--- config.mk ---
export PLATFORM = sky130hd
export DESIGN_NAME = cache_fill_ctrl
export DESIGN_NICKNAME = d
export VERILOG_FILES = /design/src/rtl/cache_fill_ctrl.sv
export SDC_FILE = /design/constraint.sdc
export NUM_CORES = 1
export LEC_CHECK = 0
export CORE_UTILIZATION = 41
export CTS_BUF_LIST = sky130_fd_sc_hd__clkbuf_16
export DETAILED_ROUTE_END_ITERATION = 8
export GPL_TIMING_DRIVEN = 0
export PLACE_DENSITY = 0.87
export SKIP_CTS_REPAIR_TIMING = 1
export SLEW_MARGIN = 10
export SYNTH_ARGS = -nofsm -noshare
export SYNTH_HDL_FRONTEND = slang
export SYNTH_SLANG_ARGS = --single-unit
--- constraint.sdc ---
create_clock -name clk -period 3.49 [get_ports clk]
set_input_delay 0.698 -clock clk [delete_from_list [all_inputs] [get_ports clk]]
set_output_delay 0.698 -clock clk [all_outputs]
set_load 0.02 [all_outputs]
--- src/rtl/cache_fill_ctrl.sv ---
// cache_fill_ctrl: shared miss-fill controller, N cache channels to one pipelined read port.
// Define CACHE_FILL_RR_EN for round-robin arbitration; otherwise lowest channel index wins.
module cache_fill_ctrl #(
    parameter int NUM_CH    = 2,
    parameter int ADDR_W    = 16,
    parameter int DATA_W    = 16,
    parameter int BLK_WORDS = 8
) (
    input  logic                     clk,
    input  logic                     rst,
    input  logic [NUM_CH-1:0]        miss,
    input  logic [NUM_CH*ADDR_W-1:0] miss_addr,
    output logic [DATA_W-1:0]        fill_data,
    output logic [ADDR_W-1:0]        fill_addr,
    output logic [NUM_CH-1:0]        data_we,
    output logic [NUM_CH-1:0]        meta_we,
    output logic [ADDR_W-1:0]        mem_addr,
    output logic                     mem_en,
    input  logic [DATA_W-1:0]        mem_rdata,
    input  logic                     mem_vld,
    output logic                     stall,
    output logic                     idle
);

    localparam int STRIDE = DATA_W / 8;
    localparam int CW     = $clog2(BLK_WORDS) + 1;
    localparam int GW     = (NUM_CH > 1) ? $clog2(NUM_CH) : 1;
    localparam int OFF_W  = $clog2(BLK_WORDS * STRIDE);

    localparam logic [ADDR_W-1:0] BASE_MASK = {ADDR_W{1'b1}} << OFF_W;
    localparam logic [ADDR_W-1:0] STEP      = ADDR_W'(STRIDE);
    localparam logic [CW-1:0]     LAST      = CW'(BLK_WORDS - 1);

    localparam logic [1:0] S_IDLE  = 2'd0;
    localparam logic [1:0] S_ISSUE = 2'd1;
    localparam logic [1:0] S_DRAIN = 2'd2;
    localparam logic [1:0] S_DONE  = 2'd3;

    logic [1:0]        state_q, state_d;
    logic [GW-1:0]     gnt_q, gnt_d;
    logic [ADDR_W-1:0] base_q, base_d;
    logic [CW-1:0]     iss_q, iss_d;
    logic [CW-1:0]     rcv_q, rcv_d;

    logic [GW-1:0]     arb_sel;
    logic [ADDR_W-1:0] sel_addr;
    logic              any_miss;
    logic              grant;
    logic              busy;

    assign any_miss = |miss;

`ifdef CACHE_FILL_RR_EN
    logic [GW-1:0] rr_q, rr_d;
    logic [GW-1:0] hi_sel, lo_sel;
    logic          hi_found;

    // Round-robin: first requester above the last grant, else wrap to the lowest one.
    always_comb begin
        hi_sel   = '0;
        lo_sel   = '0;
        hi_found = 1'b0;
        for (int i = NUM_CH - 1; i >= 0; i--) begin
            if (miss[i]) begin
                lo_sel = GW'(i);
                if (i > int'(rr_q)) begin
                    hi_sel   = GW'(i);
                    hi_found = 1'b1;
                end
            end
        end
        arb_sel = hi_found ? hi_sel : lo_sel;
    end

    // Pointer follows every grant.
    always_comb begin
        rr_d = grant ? arb_sel : rr_q;
    end

    // Pointer register starts so that channel 0 is searched first.
    always_ff @(posedge clk) begin
        if (rst) begin
            rr_q <= GW'(NUM_CH - 1);
        end else begin
            rr_q <= rr_d;
        end
    end
`else
    // Fixed priority: lowest requesting index wins.
    always_comb begin
        arb_sel = '0;
        for (int i = NUM_CH - 1; i >= 0; i--) begin
            if (miss[i]) begin
                arb_sel = GW'(i);
            end
        end
    end
`endif

    // Pick the winning channel's miss address.
    always_comb begin
        sel_addr = '0;
        for (int i = 0; i < NUM_CH; i++) begin
            if (arb_sel == GW'(i)) begin
                sel_addr = miss_addr[i*ADDR_W +: ADDR_W];
            end
        end
    end

    // Fill sequencing, issue/return counters and output strobes.
    always_comb begin
        state_d   = state_q;
        gnt_d     = gnt_q;
        base_d    = base_q;
        iss_d     = iss_q;
        rcv_d     = rcv_q;
        grant     = 1'b0;
        busy      = 1'b0;
        idle      = 1'b0;
        stall     = 1'b1;
        mem_en    = 1'b0;
        mem_addr  = '0;
        fill_data = '0;
        fill_addr = '0;
        data_we   = '0;
        meta_we   = '0;

        unique case (state_q)
            S_IDLE: begin
                idle  = 1'b1;
                stall = any_miss;
                grant = any_miss;
            end
            S_ISSUE: begin
                busy     = 1'b1;
                mem_en   = 1'b1;
                mem_addr = base_q + ADDR_W'(iss_q) * STEP;
                iss_d    = iss_q + CW'(1);
                if (iss_q == LAST) begin
                    state_d = S_DRAIN;
                end
            end
            S_DRAIN: begin
                busy = 1'b1;
            end
            S_DONE: begin
                if (any_miss) begin
                    grant = 1'b1;
                end else begin
                    state_d = S_IDLE;
                end
            end
            default: begin
                state_d = S_IDLE;
            end
        endcase

        if (busy) begin
            fill_data = mem_rdata;
        end

        // A returned word always wins over the ISSUE->DRAIN step.
        if (busy && mem_vld) begin
            data_we   = NUM_CH'(1) << gnt_q;
            fill_addr = base_q + ADDR_W'(rcv_q) * STEP;
            rcv_d     = rcv_q + CW'(1);
            if (rcv_q == LAST) begin
                meta_we = NUM_CH'(1) << gnt_q;
                state_d = S_DONE;
            end
        end

        if (grant) begin
            gnt_d   = arb_sel;
            base_d  = sel_addr & BASE_MASK;
            iss_d   = '0;
            rcv_d   = '0;
            state_d = S_ISSUE;
        end
    end

    // State registers; reset aborts any fill in flight.
    always_ff @(posedge clk) begin
        if (rst) begin
            state_q <= S_IDLE;
            gnt_q   <= '0;
            base_q  <= '0;
            iss_q   <= '0;
            rcv_q   <= '0;
        end else begin
            state_q <= state_d;
            gnt_q   <= gnt_d;
            base_q  <= base_d;
            iss_q   <= iss_d;
            rcv_q   <= rcv_d;
        end
    end

endmodule

# [Yosys cells after proc, flatten, opt, wreduce, memory -nomap -nowiden]
# Cells that the tools add are included.
[word_totals] reg_bits=23
[classes] n_addsub=4 n_eq_ne=5 n_reduce_logical=5 muxes=21 n_shift=1
[ops] cell="2-to-1 mux 16 bit" count=4
[ops] cell="adder 16 x 5 -> 16 bit" count=2
[ops] cell="2-to-1 mux 2 bit" count=7
[ops] cell="adder 4 x 1 -> 4 bit (second input constant)" count=2
[ops] cell="== test 4 x 3 -> 1 bit (second input constant)" count=2
[ops] cell="2-to-1 mux 1 bit" count=8
[ops] cell="OR reduction 2 bit" count=3
[ops] cell="== test 2 bit (second input constant)" count=2
[ops] cell="case mux 2 bit (2 select lines)" count=1
[ops] cell="== test 2 x 1 -> 1 bit (second input constant)" count=1
[ops] cell="zero test 2 bit" count=1
[ops] cell="case mux 1 bit (2 select lines)" count=1
[ops] cell="<< shifter 1 x 1 -> 2 bit (first input constant)" count=1
[ops] cell="logical AND 1 bit" count=1

# [Longest topological paths before layout]
[logic_depth] depth_word=6 ltp_mapped=6 mapped_depth_nobuf=5

# [Least setup slack after synthesis]
# OpenSTA, ideal clock, no wires.
[synth_path] path_type="flip-flop to output port" start="reg state_q[0]" end="out mem_addr[10]" arrival_time_ps=1728 slack_ps=1064 stages_incl_launch_ff=6 n_path_buf=2 required_time_ps=2792 cell_sequence="dfxtp_1 -> ha_1 -> clkbuf_1 -> clkbuf_1 -> inv_1 -> a21oi_1"
[synth_between] elab_chain_len=2
[synth_rtl] element="start: declaration" line="39" source="logic [1:0] state_q, state_d;"
[synth_rtl] element="start signal: assignment" line="191" source="state_q <= state_d;"
[synth_rtl] element="== test 2 x 1 -> 1 bit" line="128" source="unique case (state_q)"
[synth_rtl] element="2-to-1 mux 16 bit" line="128"
[synth_rtl] element="end: declaration" line="17" source="output logic [ADDR_W-1:0] mem_addr,"
# No other way between the ends.

# [Worst setup path after layout]
[layout_path] start="in mem_vld" end="out meta_we[1]"
[layout_between] elab_chain_len=2
[layout_rtl] element="start: declaration" line="20" source="input logic mem_vld,"
[layout_rtl] element="logical AND 1 bit" line="163" source="if (busy && mem_vld) begin"
[layout_rtl] element="2-to-1 mux 2 bit" line="163"
[layout_rtl] element="end: declaration" line="16" source="output logic [NUM_CH-1:0] meta_we,"
# No other way between the ends.

==> results.py <==
metrics = {
    "clock_network": {
        "tritoncts": "done",
        "cts_max_level": 1,
        "clock_path_buffers": 2,
        "path_clk_slew_ns": 0.06,
        "clock_sink_count": 23,
        "clkLatencyLatePin_ns": 0.25,
        "clockRootBuffer": "clkbuf_16",
        "numCtsBuffers": 3,
    },
    "sta": {
        "finalSetupTns_ns": 0,
        "period_minus_slack_ns": 3.325,
        "setup_viol": 0,
        "slew_headroom": 0.4478,
        "fin_crit_sh": 0.9526,
        "tightest_slew_ns": 0.8266,
        "hold_slack_ns": 0.5080,
        "fin_skew_ns": 0.001385,
        "final_max_slew_viol_count": 0,
        "rsz0062_at_grt": "false",
        "fmax_ghz": 0.3008,
        "hold_viol": 0,
    },
    "yosys": {
        "async_reset_ff_frac": 0,
        "synth_cell_types": 41,
        "ys_seq_elements": 23,
        "synth_area_sq_mm": 0.001799,
        "ys_seq_area_frac": 0.2559,
        "netlist_instances": 224,
        "syn_area_per_cell_sq_um": 8.032,
        "ys.flop_type": "dfxtp_1",
        "yosysWarnings": 0,
        "synth_edf_count": 0,
    },
    "setup_path": {
        "path_class": "in2out",
        "start_kind": "primary input",
        "cp_max_fo": 8,
        "required_ns": 2.79,
        "end_kind": "output pin",
        "arrival_ns": 2.63,
    },
    "finish": {
        "drive_gt1_frac": 0.06135,
        "diodes": 0,
        "layout_commonest_cell": "clkdlybuf4s50_1",
        "fin_nets": 389,
        "syn_to_final_growth_pct": 62.17,
        "layout_common_cells": "97 x clkdlybuf4s50_1, 23 x dfxtp_1, 22 x and2_1",
    },
    "routing": {
        "drcViolationCount": 0,
        "postRouteWirelength_mm": 5.212,
        "drt-initial-drc-count": 141,
        "wl_per_cell_um": 13.86,
        "dr.pass1.iters": 5,
        "drt-vias-per-instance": 5.346,
        "vias": 2010,
        "ant_nets": 0,
    },
    "placement": {
        "port_buffers": 97,
        "hpwl_mm": 4.047,
        "place_congestion": 0.8588,
    },
    "grt": {
        "grt_pass1_wl_mm": 8.535,
        "track_usage": 0.2369,
        "gr-total-overflow": 0,
        "grt_pass1_vias": 1844,
        "grt_max_degree": 14,
        "antenna_found_initial": 0,
    },
    "floorplanning": {
        "core-area_sq_mm": 0.004115,
        "die_w_um": 68.25,
        "io_pins": 108,
        "start_util": 0.4372,
        "std_cell_rows": 23,
        "die-area_sq_mm": 0.004657,
        "die_h_um": 68.25,
    },
    "power": {
        "powerDensity_mw_per_mm2": 319.5,
        "total_leakage_power_nw": 1.055,
        "ir_drop_uv": 240.8,
    },
    "run_status": {
        "status": "finished, final reports clean",
    },
    "min_path": {
        "hp-class": "reg2reg",
    },
    "flow_run": {
        "cap_violations": 0,
    },
}
[cell families (layout without fill, tap and decap cells)]
| kind of cell | count (synthesis) | count (layout) | synth area share |
|---|---|---|---|
| and+or+nand+nor | 90 | 90 | 0.2782 |
| AOI/OAI and AO/OA | 49 | 49 | 0.1878 |
| buffers and inverters | 26 | 127 | 0.07649 |
| DFF | 23 | 23 | 0.2559 |
| muxes | 15 | 15 | 0.08345 |
| xor gates and xnor gates | 11 | 11 | 0.05355 |
| adders and majority gates | 9 | 9 | 0.06259 |
| other | 1 | 2 | 0.002084 |
[final timing paths]
| check | startpoint | to | slack [ns] | cells past startpoint |
|---|---|---|---|---|
| worst max-delay path | mem_vld | meta_we[1] | 0.17 | 5 |
| worst max register to register | state_q[0] | base_q[11] | 1.51 | 5 |
| worst min-delay path | base_q[4] | base_q[4] | 0.51 | 1 |
| worst min register to register | base_q[4] | base_q[4] | 0.51 | 1 |
[where the power goes]
group | total, mW | switching [mW] | leakage, nW | internal, mW
sequential | 0.312 | 0.0275 | 0.188 | 0.284
clock | 0.249 | 0.0949 | 0.0409 | 0.154
combinational | 0.371 | 0.186 | 0.826 | 0.185
[routing by layer]
layer | vias up | share of wire | wire length, um | global-route usage
li1 | 1005 | - | - | -
met1 | 932 | 0.44 | 2278 | 0.2973
met2 | 71 | 0.51 | 2637 | 0.4326
met3 | 2 | 0.055 | 286 | 0.02833
met4 | 0 | 0.0019 | 10 | 0.03906
met5 | - | 0 | 0 | 0
[Yosys cell counts (5+ instances only)]
cell type,number,area share
a21oi_1,14,0.039
nor2_1,18,0.038
ha_1,9,0.063
o31ai_1,8,0.033
nand3_1,7,0.019
dfxtp_1,23,0.26
or4_1,7,0.029
inv_1,10,0.021
o21ai_0,5,0.014
mux2i_1,15,0.083
xnor2_1,5,0.024
clkbuf_1,7,0.015
and2_1,22,0.076
o2bb2ai_1,11,0.054
nand2_1,13,0.027
xor2_1,6,0.029
[registers in the layout, indices dropped and copies added (netlist names)]
register / flops
base_q: 12
iss_q: 4
state_q: 2
rcv_q: 4
gnt_q: 1
[cell type report]
cell class / count / area (sq um)
Multi-Input combinational cell: 176 / 1205
Fill cell: 357 / 1197
Timing Repair Buffer: 97 / 970.9
Sequential cell: 23 / 460.4
Buffer: 16 / 101.3
Clock buffer: 3 / 75.07
Tap cell: 50 / 62.56
Inverter: 10 / 37.54
Clock inverter: 1 / 5.005
[worst max-delay path: stages]
cell and delay, ns:
clkdlybuf4s50_1 0.59, nand3_1 0.19, or3_1 0.39, nor2_1 0.14
clkdlybuf4s50_1 0.62
[stage by stage]
stage               total power [mW]  utilization  cell area, sq um  std cells  setup slack (ns)
finish                        0.9322       0.7090              2918        376            0.1654
global route                  0.9782       0.7090              2918        376           0.03942
CTS                           0.9328       0.7087              2917        376           0.06541
detailed placement            0.6853       0.6893              2836        372            0.2128
global placement              0.6795       0.6893              2836        372            0.2114
floorplan                     0.5137            -              1803        225             1.064
(Power assumes the default switching activity.)
